===== src/rtl/mem_copy_ctrl.sv =====
// Purpose: memcpy sequencer and host-port arbiter for a single-port sync-read RAM.
// Latency: 2 cycles per byte (RD then WR); done pulses in cycle 2*num+1 after the start edge.
// Backpressure: start is ignored while busy; host_req stalls (host_gnt=0) outside IDLE or when start is high.
//
// Ports:
//   clk, rst                    clock; asynchronous active-high reset
//   start, src, dst, num        job request and its parameters (captured in IDLE)
//   busy, done                  engine active / one-cycle end-of-job pulse
//   host_req/we/addr/wdata      host access request, held until host_gnt
//   host_gnt, host_rdata        combinational grant; read data (= ram_q)
//   host_rvalid                 high the cycle after a granted host read
//   ram_addr/wdata/we/re, ram_q RAM control pins and registered read data
//
// Build option: define MEM_COPY_MEMMOVE_EN to copy backwards when dst overlaps
// the source window above src, giving snapshot (memmove) semantics.
module mem_copy_ctrl #(
    parameter int AW = 8,
    parameter int DW = 8
) (
    input  logic          clk,
    input  logic          rst,
    input  logic          start,
    input  logic [AW-1:0] src,
    input  logic [AW-1:0] dst,
    input  logic [AW-1:0] num,
    output logic          busy,
    output logic          done,
    input  logic          host_req,
    input  logic          host_we,
    input  logic [AW-1:0] host_addr,
    input  logic [DW-1:0] host_wdata,
    output logic          host_gnt,
    output logic [DW-1:0] host_rdata,
    output logic          host_rvalid,
    output logic [AW-1:0] ram_addr,
    output logic [DW-1:0] ram_wdata,
    output logic          ram_we,
    output logic          ram_re,
    input  logic [DW-1:0] ram_q
);

    localparam logic [1:0] S_IDLE = 2'd0;
    localparam logic [1:0] S_RD   = 2'd1;
    localparam logic [1:0] S_WR   = 2'd2;
    localparam logic [1:0] S_DONE = 2'd3;

    localparam logic [AW-1:0] ONE = 1;

    logic [1:0]    state;
    logic [AW-1:0] src_ptr;
    logic [AW-1:0] dst_ptr;
    logic [AW-1:0] count;
    logic          dir_down;
    logic          job_accept;

    assign job_accept = (state == S_IDLE) && start;

`ifdef MEM_COPY_MEMMOVE_EN
    // Overlap test is done on AW+1 bits so a source window that runs past
    // the top of memory still compares correctly against dst.
    logic [AW:0] src_end;
    logic        overlap;

    assign src_end = {1'b0, src} + {1'b0, num};
    assign overlap = (dst > src) && ({1'b0, dst} < src_end);

    always_ff @(posedge clk or posedge rst) begin
        if (rst) begin
            dir_down <= 1'b0;
        end else if (job_accept) begin
            dir_down <= overlap;
        end
    end
`else
    assign dir_down = 1'b0;
`endif

    always_ff @(posedge clk or posedge rst) begin
        if (rst) begin
            state       <= S_IDLE;
            src_ptr     <= '0;
            dst_ptr     <= '0;
            count       <= '0;
            host_rvalid <= 1'b0;
        end else begin
            // The RAM returns read data one cycle after ram_re.
            host_rvalid <= host_gnt & ~host_we;
            case (state)
                S_IDLE: begin
                    if (start) begin
                        count <= num;
`ifdef MEM_COPY_MEMMOVE_EN
                        if (overlap) begin
                            src_ptr <= src + num - ONE;
                            dst_ptr <= dst + num - ONE;
                        end else begin
                            src_ptr <= src;
                            dst_ptr <= dst;
                        end
`else
                        src_ptr <= src;
                        dst_ptr <= dst;
`endif
                        state <= (num == '0) ? S_DONE : S_RD;
                    end
                end
                S_RD: begin
                    state <= S_WR;
                end
                S_WR: begin
                    // Pointers wrap naturally mod 2**AW.
                    src_ptr <= dir_down ? (src_ptr - ONE) : (src_ptr + ONE);
                    dst_ptr <= dir_down ? (dst_ptr - ONE) : (dst_ptr + ONE);
                    count   <= count - ONE;
                    state   <= (count == ONE) ? S_DONE : S_RD;
                end
                S_DONE: begin
                    state <= S_IDLE;
                end
                default: begin
                    state <= S_IDLE;
                end
            endcase
        end
    end

    // Engine wins a tie with the host; reset also blocks the grant so the
    // RAM pins sit idle for as long as rst is held.
    assign host_gnt   = host_req && (state == S_IDLE) && !start && !rst;
    assign busy       = (state != S_IDLE);
    assign done       = (state == S_DONE);
    assign host_rdata = ram_q;

    always_comb begin
        ram_addr  = '0;
        ram_wdata = '0;
        ram_we    = 1'b0;
        ram_re    = 1'b0;
        case (state)
            S_IDLE: begin
                if (host_gnt) begin
                    ram_addr  = host_addr;
                    ram_wdata = host_wdata;
                    ram_we    = host_we;
                    ram_re    = ~host_we;
                end
            end
            S_RD: begin
                ram_addr = src_ptr;
                ram_re   = 1'b1;
            end
            S_WR: begin
                // Byte read in the previous RD cycle goes straight back out.
                ram_addr  = dst_ptr;
                ram_wdata = ram_q;
                ram_we    = 1'b1;
            end
            default: begin
            end
        endcase
    end

endmodule


===== config.mk =====
export PLATFORM = sky130hd
export DESIGN_NAME = mem_copy_ctrl
export DESIGN_NICKNAME = d
export VERILOG_FILES = /design/src/rtl/mem_copy_ctrl.sv
export SDC_FILE = /design/constraint.sdc
export NUM_CORES = 1
export LEC_CHECK = 0
export ABC_AREA = 1
export CELL_PAD_IN_SITES_DETAIL_PLACEMENT = 0
export CELL_PAD_IN_SITES_GLOBAL_PLACEMENT = 1
export CORE_MARGIN = 4
export CORE_UTILIZATION = 33
export CTS_CLUSTER_SIZE = 40
export DETAILED_ROUTE_END_ITERATION = 12
export GPL_TIMING_DRIVEN = 0
export PLACE_DENSITY_LB_ADDON = 0.1
export RECOVER_POWER = 25
export SETUP_SLACK_MARGIN = 0.2
export SLEW_MARGIN = 0
export SYNTH_ARGS = -nofsm -noshare
export SYNTH_HDL_FRONTEND = slang
export SYNTH_SLANG_ARGS = --single-unit

===== constraint.sdc =====
create_clock -name clk -period 2.4 [get_ports clk]
set_input_delay 0.36 -clock clk [delete_from_list [all_inputs] [get_ports clk]]
set_output_delay 0.36 -clock clk [all_outputs]
set_load 0.05 [all_outputs]

==> results by stage <==
Setup path:
- Measured in cells, the most critical reg-to-reg path has a length of 9.
- The data arrival time of the worst path is 1.85 ns.
- STA classifies the critical path endpoint as an output port.
- The worst setup path startpoint is start.
- The startpoint of the most critical register-to-register path is state[0].
- The register-to-register setup slack is 0.26 ns.
- Of all nets on the critical path, the largest fanout is 4.
- The destination of the critical timing path is ram_wdata[5].
- In this run the critical register-to-register path is captured at count[2].
- The critical path start-end classification is input pin to output port.
- Data on the critical path is required at its endpoint by 2.04 ns.
- The kind of start point of the critical path is an input pin.

Placement:
- Buffers placed on the I/O ports in this run total 82.
- Routability-driven placement finished with a final weighted congestion of 0.834.
- The post-DP HPWL is 5540 microns.

Die:
- The area of the core is 6460 sq um.
- From bottom edge to top edge, the die measures 90.4 microns.
- The die extent in x is 90.4 microns.
- For this configuration, the core starts out at a cell density of 0.347.
- The die covers 8170 sq um.
- The number of top-level design ports is 83.
- After floorplanning, the core was divided into 29 placement rows.

Pwr:
- The total power draw is 4.12 mW.
- The worst IR drop on VDD is 461 uV.
- The power per cell area is 1290 nW/um^2.
- Of the total power, combinational logic draws 0.722.
- Of the total power, the clock network draws 0.066.
- Of the total power, registers draw 0.213.
- Summed over all nets, the switching power comes to 2.33 mW.
- Of the total power, the share spent switching nets is 0.564.
- The internal power of the cells totals 1.80 mW.
- The static power due to leakage is 1.54 nW.

Clocking:
- TritonCTS built the clock tree.
- The deepest level of the CTS H-tree is 1.
- The clock buffer count from CTS is 3.
- The number of clock sinks is 27.
- The clock input transition at the sequential cells of the worst setup and hold paths is 0.10 ns.
- The clock root buffer is clkbuf_8.
- Buffers inserted to repair hold after CTS numbered 0.
- The clock latency on the worst-skew pair is 0.28 ns.
- In this run the deepest clock path goes through 2 buffers.

GRT:
- The initial antenna violation count is 0.
- The layer flagged by global routing as most heavily used is met2.
- For this run, global-route usage on met2 was measured as 0.304.
- The global router's overall resource usage is 0.182.
- The total global routing overflow is 0.
- For met1 alone, demand over resource in global routing was 0.251.
- Entering global routing, the biggest net connects 28 pins.
- The first global-routing pass estimated 12100 microns of wire.
- For this run, global-route usage on met3 was measured as 0.0233.
- The number of global-route vias before repair was 2346.

Timing:
- The final count of pins violating max slew was 0.
- The clock arrives with 0.00530 ns of skew.
- Static timing analysis puts the maximum clock frequency at 453 MHz.
- Setup repair after global routing could not meet its margin everywhere.
- The final critical-path share of the clock period is 0.919.
- The worst slew slack as a fraction of its limit is 0.264.
- The minimum clock period is 2.21 ns.
- The count of final hold-check violations is 0.
- At the pin with the least slew margin, the transition time is 1.10 ns.
- The number of failing setup endpoints in the final timing report is 0.

Min path:
- The path class of the tightest hold or removal check is flop to flop.
- The startpoint identified for the worst hold timing path is src_ptr[7].

Layout:
- The share of post-route cells with drive strength above 1 is 0.164.
- The final cell utilization of the core is 0.493.
- After the last flow step, the layout net total stands at 472.
- Compared with the post-synthesis result, the final layout area differs by 42.2%.
- 0 antenna diodes ended up in the layout.

Route:
- The DRC violation count after routing is 0.
- The detail-routed via count per cell is 4.85.
- The detailed router placed 2379 vias in this run.
- The per-cell routed wire length is 14.9 microns.
- For this block, the routed nets add up to 7300 microns of wire.
- In this run the remaining antenna-violating nets after routing total 0.
- The pre-antenna-repair detailed-routing pass consisted of 4 iterations.
- The DRC violation total after the first TritonRoute iteration is 118.

Synth:
- By count the netlist is led by 80 x nand2_1, 48 x nor2_1, 36 x inv_1.
- For this run, the register share of the synthesized area comes to 0.302.
- The proportion of synthesized flip-flops having asynchronous set or reset is 1.00.
- The mapped netlist covers 2240 sq um.
- The most instantiated flip-flop cell in the synthesis netlist is dfrtp_1.
- The cell type with the largest total area after synthesis is dfrtp_1.
- The synthesized net count is 376.
- The most common cell in the netlist is nand2_1.
- The synthesized area per cell is 7.02 sq um.
- The share of synthesized area in the top cell type comes to 0.302.
- The total number of yosys warnings is 0.
- After technology mapping, the gate count stands at 319.
- By area the synthesized netlist is led by dfrtp_1 30%, nand2_1 13%, nor2_1 8.0%.
- The post-synthesis cell type count is 30.
- The synthesis-stage register bit count is 27.
- Counting flops with a built-in enable in the synthesized netlist gives 0.

Outcome:
- The run finished with clean final reports.

Job:
- Across the run, the number of max-cap violations was 0.
cell usage in the layout (no fill, tap or decap), types with 2 or more instances in the layout:
cell,instances
a21oi_2,3
buf_6,4
o221ai_1,2
dfrtp_1,27
nand4_1,5
a22o_1,8
buf_2,11
o211ai_2,4
clkbuf_1,5
o211ai_1,5
inv_1,36
buf_4,23
nor2_1,47
buf_12,2
o22ai_1,2
o21ai_1,6
clkdlybuf4s50_1,62
inv_6,2
nand2_1,81
clkbuf_2,2
o21ai_0,14
ha_1,4
clkbuf_8,3
a21oi_1,9
nand3_1,31
worst max-delay path: stages:
cell	delay (ns)
clkdlybuf4s50_1	0.51
nor2_2	0.05
nand2_1	0.15
buf_4	0.15
clkinvlp_4	0.11
buf_4	0.15
a22o_1	0.16
buf_2	0.21
cell families (layout without fill, tap and decap cells):
family | Yosys count | after routing | share of synthesized area
adders and majority gates | 4 | 4 | 0.0223
AOI/OAI and AO/OA | 55 | 55 | 0.173
and+or+nand+nor | 170 | 170 | 0.335
DFF | 27 | 27 | 0.302
buffers and inverters | 63 | 158 | 0.168
how the worst min path moves through the flow:
stage | to | cells after the start | slack (ns)
after detailed placement | count[7] | 2 | 0.50
after CTS | count[7] | 2 | 0.53
after global placement | count[7] | 2 | 0.49
after global routing | src_ptr[7] | 2 | 0.58
final | src_ptr[7] | 2 | 0.52
after floorplan | count[0] | 1 | 0.41
per-stage QoR:
step	worst slack, ns	hold slack, ns	instances	area [sq um]	setup TNS (ns)
2_1_floorplan	0.306	0.413	319	2240	0
3_3_place_gp	-0.349	0.493	478	3160	-3.94
3_5_place_dp	-0.334	0.499	478	3160	-3.88
5_1_grt	0.0951	0.576	491	3190	0
4_1_cts	0.200	0.527	490	3290	0
6_report	0.194	0.519	491	3190	0
layout make-up:
class                           instances  area [sq um]
Sequential cell                        27           676
Timing Repair inverter                  1          7.51
Timing Repair Buffer                   90           841
Buffer                                 23           184
Tap cell                               77          96.3
Multi-Input combinational cell        229          1170
Fill cell                             694          3270
Clock buffer                            3          41.3
Inverter                               40           170
Clock inverter                          1          5.00
timing repair:
item,4_1_cts,5_1_grt
gates resized for setup,92,18
gates cloned,2,0
pin swaps,0,2
setup endpoints to repair,20,15
buffers inserted,6,1
power by group through the flow:
| stage | clock network [mW] | logic, mW | registers, mW |
|---|---|---|---|
| floorplan | 0 | 2.27 | 0.839 |
| global placement | 0 | 3.10 | 0.879 |
| detailed placement | 0 | 3.12 | 0.884 |
| CTS | 0.281 | 3.15 | 0.874 |
| global route | 0.300 | 3.28 | 0.914 |
| finish | 0.271 | 2.98 | 0.876 |
routing by layer:
| layer | part of all wire | wire length [microns] |
|---|---|---|
| met1 | 0.48 | 3530 |
| met2 | 0.46 | 3330 |
| met3 | 0.049 | 361 |
| met4 | 0.010 | 76 |
| met5 | 0 | 0 |
state kept, by name (all words and copies together) (netlist names):
register     flops
host_rvalid      1
dst_ptr          8
count            8
src_ptr          8
state            2
No activity file was read; power rests on OpenSTA's default activity.
